$ cat src/rtl/fg_prog_sequencer.sv
// Floating-gate switch programming sequencer.
// Accepts one command at a time, then walks the FourTgate prog switch, the
// row/column decoders with drain select, and a train of injection pulses
// through settled phases before releasing and strobing done.
//
// state   | meaning
// --------+-----------------------------------------------------------
// IDLE    | ready for a command; control lines low
// MODE    | prog switch in program position, settling
// ADDR    | decoders and drain select enabled, settling
// PULSE   | injection pulse high for max(width,1) cycles
// GAP     | injection pulse low between pulses
// RELEASE | decoders/drain dropped, prog switch still held, settling
// DONE    | one-cycle completion strobe with err/aborted status

module fg_prog_sequencer #(
  parameter int ISLAND_BITS = 2,
  parameter int ROW_BITS    = 6,
  parameter int COL_BITS    = 6,
  parameter int NUM_ROWS    = 40,
  parameter int NUM_COLS    = 64,
  parameter int WIDTH_BITS  = 16,
  parameter int SETTLE      = 4,
  parameter int GAP         = 2
) (
  input  logic                   clk,
  input  logic                   reset,
  input  logic                   cmd_valid,
  output logic                   cmd_ready,
  input  logic [ISLAND_BITS-1:0] cmd_island,
  input  logic [ROW_BITS-1:0]    cmd_row,
  input  logic [COL_BITS-1:0]    cmd_col,
  input  logic [7:0]             cmd_pulses,
  input  logic [WIDTH_BITS-1:0]  cmd_width,
  input  logic                   abort,
  output logic [ISLAND_BITS-1:0] island_sel,
  output logic [ROW_BITS-1:0]    row_addr,
  output logic [COL_BITS-1:0]    col_addr,
  output logic                   prog_mode,
  output logic                   decode_en,
  output logic                   drain_en,
  output logic                   vinj_pulse,
  output logic                   busy,
  output logic                   done,
  output logic                   err,
  output logic                   aborted,
  output logic [7:0]             pulses_done
);

  typedef enum logic [2:0] {
    S_IDLE    = 3'd0,
    S_MODE    = 3'd1,
    S_ADDR    = 3'd2,
    S_PULSE   = 3'd3,
    S_GAP     = 3'd4,
    S_RELEASE = 3'd5,
    S_DONE    = 3'd6
  } state_t;

  // Timer reload values: the down-counter runs N-1 .. 0, so a phase lasts N cycles.
  localparam logic [WIDTH_BITS-1:0] SETTLE_LD = WIDTH_BITS'(SETTLE - 1);
  localparam logic [WIDTH_BITS-1:0] GAP_LD    = WIDTH_BITS'(GAP - 1);

  state_t                  state_q, state_d;
  logic [WIDTH_BITS-1:0]   timer_q, timer_ld;
  logic                    tc;
  logic [ISLAND_BITS-1:0]  island_q;
  logic [ROW_BITS-1:0]     row_q;
  logic [COL_BITS-1:0]     col_q;
  logic [7:0]              pulses_q;
  logic [WIDTH_BITS-1:0]   width_q;
  logic [7:0]              pulses_done_q;
  logic [7:0]              pulses_next;
  logic                    err_q;
  logic                    aborted_q;
  logic                    range_err;
  logic                    accept;
  logic                    abortable;

  assign tc          = (timer_q == '0);
  assign accept      = (state_q == S_IDLE) && cmd_valid;
  assign range_err   = (32'(cmd_row) >= NUM_ROWS) || (32'(cmd_col) >= NUM_COLS);
  assign pulses_next = pulses_done_q + 8'd1;
  assign abortable   = (state_q == S_MODE) || (state_q == S_ADDR) ||
                       (state_q == S_PULSE) || (state_q == S_GAP);

  // State register; reset drops straight to IDLE without a release phase.
  always_ff @(posedge clk) begin
    if (reset) begin
      state_q <= S_IDLE;
    end else begin
      state_q <= state_d;
    end
  end

  // Next-state logic; abort in an active phase wins over timer expiry.
  always_comb begin
    state_d = state_q;
    case (state_q)
      S_IDLE: begin
        if (cmd_valid) begin
          state_d = range_err ? S_DONE : S_MODE;
        end
      end
      S_MODE: begin
        if (abort)   state_d = S_RELEASE;
        else if (tc) state_d = S_ADDR;
      end
      S_ADDR: begin
        if (abort)   state_d = S_RELEASE;
        else if (tc) state_d = (pulses_q != 8'd0) ? S_PULSE : S_RELEASE;
      end
      S_PULSE: begin
        if (abort)   state_d = S_RELEASE;
        else if (tc) state_d = (pulses_next < pulses_q) ? S_GAP : S_RELEASE;
      end
      S_GAP: begin
        if (abort)   state_d = S_RELEASE;
        else if (tc) state_d = S_PULSE;
      end
      S_RELEASE: begin
        if (tc) state_d = S_DONE;
      end
      S_DONE:  state_d = S_IDLE;
      default: state_d = S_IDLE;
    endcase
  end

  // Phase length for whichever state is being entered; width 0 behaves as 1.
  always_comb begin
    timer_ld = '0;
    case (state_d)
      S_MODE, S_ADDR, S_RELEASE: timer_ld = SETTLE_LD;
      S_PULSE: timer_ld = (width_q == '0) ? '0 : width_q - WIDTH_BITS'(1);
      S_GAP:   timer_ld = GAP_LD;
      default: timer_ld = '0;
    endcase
  end

  // Phase timer: reload on every state change, otherwise count down to zero.
  always_ff @(posedge clk) begin
    if (reset) begin
      timer_q <= '0;
    end else if (state_d != state_q) begin
      timer_q <= timer_ld;
    end else if (!tc) begin
      timer_q <= timer_q - WIDTH_BITS'(1);
    end
  end

  // Command latch, pulse counter and completion status.
  always_ff @(posedge clk) begin
    if (reset) begin
      island_q      <= '0;
      row_q         <= '0;
      col_q         <= '0;
      pulses_q      <= '0;
      width_q       <= '0;
      pulses_done_q <= '0;
      err_q         <= 1'b0;
      aborted_q     <= 1'b0;
    end else begin
      if (accept) begin
        island_q      <= cmd_island;
        row_q         <= cmd_row;
        col_q         <= cmd_col;
        pulses_q      <= cmd_pulses;
        width_q       <= cmd_width;
        pulses_done_q <= '0;
        err_q         <= range_err;
        aborted_q     <= 1'b0;
      end
      // Only a pulse that ran its full width counts; an abort cuts it short.
      if (state_q == S_PULSE && tc) begin
        pulses_done_q <= pulses_next;
      end
      if (abortable && abort) begin
        aborted_q <= 1'b1;
      end
    end
  end

  // Control lines decoded purely from state so vinj_pulse can never outrun the decoders.
  always_comb begin
    cmd_ready  = 1'b0;
    prog_mode  = 1'b0;
    decode_en  = 1'b0;
    drain_en   = 1'b0;
    vinj_pulse = 1'b0;
    busy       = 1'b1;
    done       = 1'b0;
    case (state_q)
      S_IDLE: begin
        cmd_ready = 1'b1;
        busy      = 1'b0;
      end
      S_MODE: prog_mode = 1'b1;
      S_ADDR, S_GAP: begin
        prog_mode = 1'b1;
        decode_en = 1'b1;
        drain_en  = 1'b1;
      end
      S_PULSE: begin
        prog_mode  = 1'b1;
        decode_en  = 1'b1;
        drain_en   = 1'b1;
        vinj_pulse = 1'b1;
      end
      S_RELEASE: prog_mode = 1'b1;
      S_DONE:    done      = 1'b1;
      default: begin
        cmd_ready = 1'b0;
        busy      = 1'b1;
      end
    endcase
  end

  assign err         = done & err_q;
  assign aborted     = done & aborted_q;
  assign island_sel  = island_q;
  assign row_addr    = row_q;
  assign col_addr    = col_q;
  assign pulses_done = pulses_done_q;

endmodule
$ cat config.mk
export PLATFORM = sky130hd
export DESIGN_NAME = fg_prog_sequencer
export DESIGN_NICKNAME = d
export VERILOG_FILES = /design/src/rtl/fg_prog_sequencer.sv
export SDC_FILE = /design/constraint.sdc
export NUM_CORES = 1
export LEC_CHECK = 0
export CAP_MARGIN = 25
export CORE_ASPECT_RATIO = 0.7
export CORE_MARGIN = 5
export CORE_UTILIZATION = 50
export DETAILED_ROUTE_END_ITERATION = 10
export HOLD_SLACK_MARGIN = 0.02
export PLACE_DENSITY = 0.85
export SYNTH_ARGS = -nofsm -noshare
export SYNTH_HDL_FRONTEND = slang
export SYNTH_SLANG_ARGS = --single-unit
$ cat constraint.sdc
create_clock -name clk -period 7.99 [get_ports clk]
set_input_delay 1.598 -clock clk [delete_from_list [all_inputs] [get_ports clk]]
set_output_delay 1.598 -clock clk [all_outputs]
set_load 0.03 [all_outputs]
==> flow_metrics.env, run 1 <==
export IMPL_outcome="completed"
export IMPL_clock_fmax_mhz=245
export IMPL_syn_avg_cell_area_sq_um=7.90
export IMPL_synth_edf_count=0
export IMPL_die_w_um=114
export IMPL_final_common_cell="nand2_1"
export IMPL_synth_top_area_cell="dfxtp_1"
export IMPL_crit_family="buffers and inverters"
export IMPL_syn_inst=482
export IMPL_place_gp_congestion=0.893
export IMPL_path_clk_slew_ns=0.08
export IMPL_die_h_um=83.0
export IMPL_final_hold_viol_count=0
export IMPL_clkLatencyLatePin_ns=0.35
export IMPL_grt_start_max_net_pins=62
export IMPL_routed_via_count=3585
export IMPL_ys_types=59
export IMPL_synth_flop_cell="dfxtp_1"
export IMPL_crit_buf_inv=2
export IMPL_r2r_start="pulses_done[2]"
export IMPL_finalCritPeriodShare=0.511
export IMPL_cts_setup_buffers=0
export IMPL_antenna_found_initial=0
export IMPL_clock_root_buffer="clkbuf_8"
export IMPL_worst_pin_slew_ns=0.713
export IMPL_overflow=0
export IMPL_finalSetupViolations=0
export IMPL_r2r_cells=12
export IMPL_fin_worst_skew_ns=0.0114
export IMPL_tritoncts="done"
export IMPL_wl_met1_mm=4.47
export IMPL_path_max_fanout=17
export IMPL_worstReg2RegEnd="timer_q[4]"
export IMPL_rsz0062_at_grt="false"
export IMPL_fin_nets=596
export IMPL_clk_path_buf_depth=2
export IMPL_avgRoutedWirePerCell_um=15.2
export IMPL_first_pass_iters=5
export IMPL_core_area_sq_um=7350
export IMPL_end_kind="output port"
export IMPL_hold_ws_ns=0.455
export IMPL_cp_slowest_stage_delay_ns=0.70
export IMPL_maxSlewViolCount=0
export IMPL_wl_mm=9.81
export IMPL_wl_met2_mm=4.28
export IMPL_drv_cap=0
export IMPL_port_buffer_count=72
export IMPL_grt_pass1_vias=3444
export IMPL_yosysWarnings=0
export IMPL_cp_slowest_cell="dfxtp_1"
export IMPL_rows=26
export IMPL_synth_nets=535
export IMPL_cts_sinks=67
export IMPL_hold_path_class="flip-flop to flip-flop"
export IMPL_drive_gt1_frac=0.0803
export IMPL_htree_levels=3
export IMPL_arrival_ns=2.48
export IMPL_whs_endpoint="col_addr[0]"
export IMPL_avgViaCountPerCell=5.55
export IMPL_crit_chain="nor2_1, nand2_1, inv_1, a21oi_1, clkdlybuf4s50_1"
export IMPL_synth_area_leaders="dfxtp_1, nand2_1, a21oi_1"
export IMPL_total_leakage_power_nw=1.87
export IMPL_syn_area_sq_um=3810
export IMPL_fin_crit_ns=4.08
export IMPL_setup_worst_path_start_class="flip-flop"
export IMPL_routed_top_layer="met4"
export IMPL_grt_total_usage=0.208
export IMPL_hold_path_startpoint="col_addr[0]"
export IMPL_cp_data_required_time_ns=6.39
export IMPL_cts_buffers=9
export IMPL_diodes=0
export IMPL_wl_met3_um=960
export IMPL_critPathLaunch="state_q[0]"
export IMPL_start_util=0.518
export IMPL_cts_resized=0
export IMPL_yosysSeqAreaShare=0.352
export IMPL_vdd_drop_max_v=0.000281
export IMPL_final_cell_mix="nand2_1, clkdlybuf4s50_1, dfxtp_1"
export IMPL_final_setup_tns_ns=0
export IMPL_num_io_pins=73
export IMPL_dieArea_sq_um=9490
export IMPL_synth_top_area_frac=0.352
export IMPL_remaining_drc_errors=0
export IMPL_worstSetupPathType="flip-flop to output port"
export IMPL_synthArstFlopShare=0
export IMPL_slew_headroom=0.520
export IMPL_hold_depth=2
export IMPL_syn2layout_area_growth_pct=25.6
export IMPL_synth_seq_cells=67
export IMPL_grt_pass1_wl_mm=16.1
export IMPL_ctsHoldBuffers=0
export IMPL_r2r_slack_ns=4.38
export IMPL_drtIter0Drc=190
export IMPL_power_density_nw_per_um2=446
export IMPL_place_hpwl_mm=7.25
export IMPL_ant_nets=0
[worst min-delay path: stages, from the launching register on]
cell and delay [ns]:
dfxtp_1 0.31, nand2_1 0.05, a21oi_1 0.05
[worst max-delay path by stage]
stage | endpoint | slack (ns) | cells after the start
after detailed placement | timer_q[4] | 3.77 | 8
after global placement | timer_q[6] | 3.82 | 8
after global routing | prog_mode | 3.82 | 5
after CTS | prog_mode | 3.95 | 5
final | prog_mode | 3.91 | 5
after floorplan | timer_q[12] | 4.45 | 9
[cells in the mapped netlist (8+ instances only)]
cell	n
a21oi_1	53
clkbuf_1	19
dfxtp_1	67
ha_1	11
inv_1	15
nand2_1	98
nand3_1	11
nor2_1	42
nor3_1	16
nor4_1	11
o21ai_0	9
or3_1	8
xnor2_1	22
xor2_1	8
[per-stage QoR]
step / utilization / std cells / setup slack, ns / cell area, sq um / power [W]
after floorplan: - / 482 / 4.45 / 3810 / 0.00153
after global placement: 0.619 / 629 / 3.82 / 4550 / 0.00177
after detailed placement: 0.620 / 630 / 3.77 / 4560 / 0.00180
after CTS: 0.651 / 646 / 3.95 / 4780 / 0.00213
after global routing: 0.651 / 646 / 3.82 / 4780 / 0.00229
final: 0.651 / 646 / 3.91 / 4780 / 0.00213
[metal layers]
layer / vias to the layer above / global-route usage
met3: 16 / 0.0814
li1: 1802 / -
met4: 0 / 0.0572
met1: 1644 / 0.272
met5: - / 0
met2: 123 / 0.320
[where the power goes]
group          total [W]  switching (W)  internal, W
Combinational    0.00130       0.000772     0.000529
Clock           0.000318       0.000139     0.000180
Sequential      0.000515      0.0000979     0.000417
Total            0.00213        0.00101      0.00113
[state kept, by name (all words and copies together), names as in the netlist]
register	count
timer_q	16
width_q	16
pulses_done	8
pulses_q	8
col_addr	6
row_addr	6
state_q	3
island_sel	2
aborted_q	1
err_q	1
[logic make-up after synthesis]
group / Yosys count / synth area share
AO/OA/AOI/OAI: 94 / 0.170
XOR/XNOR: 30 / 0.0690
adder cells (fa/ha/maj): 11 / 0.0361
buffers and inverters: 41 / 0.0463
flip-flops: 67 / 0.352
multiplexers: 15 / 0.0470
AND/OR/NAND/NOR: 224 / 0.279
[layout make-up]
type                       instances  area [sq um]
clock buffer                      10           128
clock inverter                     6          95.1
fill                             630          2570
inverter                          15          56.3
multi-input combinational        374          2290
sequential                        67          1340
tap                               98           123
timing repair buffer              76           746
Note: power is estimated with default switching activity, not from simulation.
==> run 2: changes to the inputs <==
CORE_UTILIZATION = 47   (was 50)
PLACE_DENSITY = 0.84   (was 0.85)
clock period = 3.68 ns   (was 7.99 ns; I/O delays follow)
==> run 2 against run 1 <==
Against the previous run: worst setup slack worse by 3.7 ns; register-to-register slack worse by 4.2 ns; final cell count is 0.77% higher; power is 130% higher; clock skew is 0.0053 ns lower; core utilization is 2.7 points lower; global-route usage is 0.45 points lower.
==> flow_metrics.env, run 2 (synthesized netlist as in run 1, its figures left out) <==
export IMPL_final_setup_tns_ns=0
export IMPL_place_hpwl_mm=7.27
export IMPL_path_max_fanout=14
export IMPL_worstReg2RegEnd="timer_q[1]"
export IMPL_final_hold_viol_count=0
export IMPL_maxSlewViolCount=0
export IMPL_avgViaCountPerCell=5.63
export IMPL_dp_slack_ns=0.162
export IMPL_final_cell_mix="nand2_1, clkdlybuf4s50_1, dfxtp_1"
export IMPL_grt_total_usage=0.204
export IMPL_ctsHoldBuffers=0
export IMPL_hold_depth=2
export IMPL_fin_worst_skew_ns=0.00607
export IMPL_instances_no_fill=651
export IMPL_drive_gt1_frac=0.0855
export IMPL_avgRoutedWirePerCell_um=15.9
export IMPL_antenna_found_initial=0
export IMPL_htree_levels=3
export IMPL_dieArea_sq_um=10000
export IMPL_r2r_start="pulses_done[2]"
export IMPL_clock_fmax_mhz=285
export IMPL_remaining_drc_errors=0
export IMPL_overflow=0
export IMPL_cts_buffers=9
export IMPL_rsz0062_at_grt="false"
export IMPL_core_area_sq_um=7870
export IMPL_r2r_cells=13
export IMPL_power_density_nw_per_um2=1010
export IMPL_top_regs="timer_q x16, width_q x16"
export IMPL_total_power_w=0.00497
export IMPL_path_clk_slew_ns=0.06
export IMPL_finalWorstSetupSlack_ns=0.170
export IMPL_first_pass_iters=7
export IMPL_rows=27
export IMPL_hold_path_startpoint="err_q"
export IMPL_drv_cap=0
export IMPL_fillCellCount=676
export IMPL_drtIter0Drc=267
export IMPL_worstSetupPathType="flip-flop to flip-flop"
export IMPL_finalCritPeriodShare=0.954
export IMPL_r2r_slack_ns=0.17
export IMPL_diodes=0
export IMPL_final_common_cell="nand2_1"
export IMPL_tritoncts="done"
export IMPL_grt_pass1_wl_mm=17.0
export IMPL_place_gp_congestion=0.913
export IMPL_end_kind="flip-flop"
export IMPL_grt_start_max_net_pins=61
export IMPL_worst_pin_slew_ns=0.652
export IMPL_syn2layout_area_growth_pct=28.9
export IMPL_whs_endpoint="err_q"
export IMPL_clk_path_buf_depth=2
export IMPL_arrival_ns=3.74
export IMPL_clkLatencyLatePin_ns=0.33
export IMPL_cts_sinks=67
export IMPL_start_util=0.484
export IMPL_hold_path_class="flip-flop to flip-flop"
export IMPL_routed_via_count=3668
export IMPL_slew_headroom=0.566
export IMPL_fin_crit_ns=3.51
export IMPL_port_buffer_count=72
export IMPL_outcome="completed"
export IMPL_wl_mm=10.4
export IMPL_die_h_um=85.3
export IMPL_ant_nets=0
export IMPL_grt_pass1_vias=3504
export IMPL_num_io_pins=73
export IMPL_vdd_drop_max_v=0.000556
export IMPL_fin_nets=599
export IMPL_dp_cells=633
export IMPL_die_w_um=118
export IMPL_finalSetupViolations=0
export IMPL_cp_data_required_time_ns=3.91
export IMPL_total_leakage_power_nw=1.92
export IMPL_setup_worst_path_start_class="flip-flop"
export IMPL_clock_root_buffer="clkbuf_16"
run 2: cell count changes in the layout (fill, tap and decap cells not counted), sizes merged:
cell / delta
clkinv: +2
buf: +3
clkinvlp: +1
inv: -3
bufinv: -1
run 2: how the worst max path moves through the flow:
stage                              start     endpoint  slack, ns  depth (start not counted)
after global routing      pulses_done[2]   timer_q[1]       0.04                         13
after detailed placement  pulses_done[2]   timer_q[6]       0.16                         11
after floorplan           pulses_done[2]  timer_q[12]       0.34                         12
final                     pulses_done[2]   timer_q[1]       0.17                         13
after CTS                 pulses_done[2]   timer_q[6]       0.12                         11
after global placement    pulses_done[2]   timer_q[4]       0.30                         11
run 2: layout make-up:
type | count | area [sq um] | area share
multi-input combinational | 374 | 2300 | 0.469
sequential | 67 | 1340 | 0.273
timing repair buffer | 79 | 781 | 0.159
clock buffer | 10 | 239 | 0.0487
tap | 101 | 126 | 0.0257
clock inverter | 5 | 63.8 | 0.0130
inverter | 15 | 56.3 | 0.0115
run 2: worst max-delay path, cell delays in order (launching register included):
cell and delay [ns]:
dfxtp_1 0.43, and3_1 0.28, and3_1 0.30, xor2_1 0.18
ha_1 0.27, a21o_1 0.17, a21o_1 0.18, a221oi_1 0.43
o211ai_4 0.16, mux2i_4 0.30, nor2_4 0.08, buf_12 0.16
buf_4 0.14, o41ai_2 0.32
run 2: repair_timing:
item,in CTS,in global routing
resized for setup,0,1
buffers inserted,0,3
endpoints found under the setup margin,0,10
run 2: report_power, final:
| group | switching (W) | total, W | leakage, nW | internal [W] |
|---|---|---|---|---|
| sequential | 0.000219 | 0.00113 | 0.546 | 0.000907 |
| clock | 0.000317 | 0.000859 | 0.145 | 0.000542 |
| combinational | 0.00176 | 0.00299 | 1.23 | 0.00123 |
run 2: per-layer routing:
layer	wire length (um)	part of all wire	track usage	up-vias
met2	4370	0.42	0.301	168
met4	212	0.020	0.0688	0
met1	4730	0.46	0.273	1664
met5	0	0	0	-
li1	-	-	-	1808
met3	1050	0.10	0.0786	28
run 2: metrics by stage:
step / instance area, sq um / util / hold WS [ns]
finish: 4910 / 0.624 / 0.453
global route: 4910 / 0.624 / 0.479
CTS: 4870 / 0.618 / 0.453
detailed placement: 4560 / 0.580 / 0.446
global placement: 4560 / 0.580 / 0.441
floorplan: 3810 / - / 0.432
==> run 3: changes to the inputs <==
CTS_CLUSTER_DIAMETER = 80   (was unset)
==> results of run 3 <==
Final layout, timing and power as in run 2 (identical DEF).
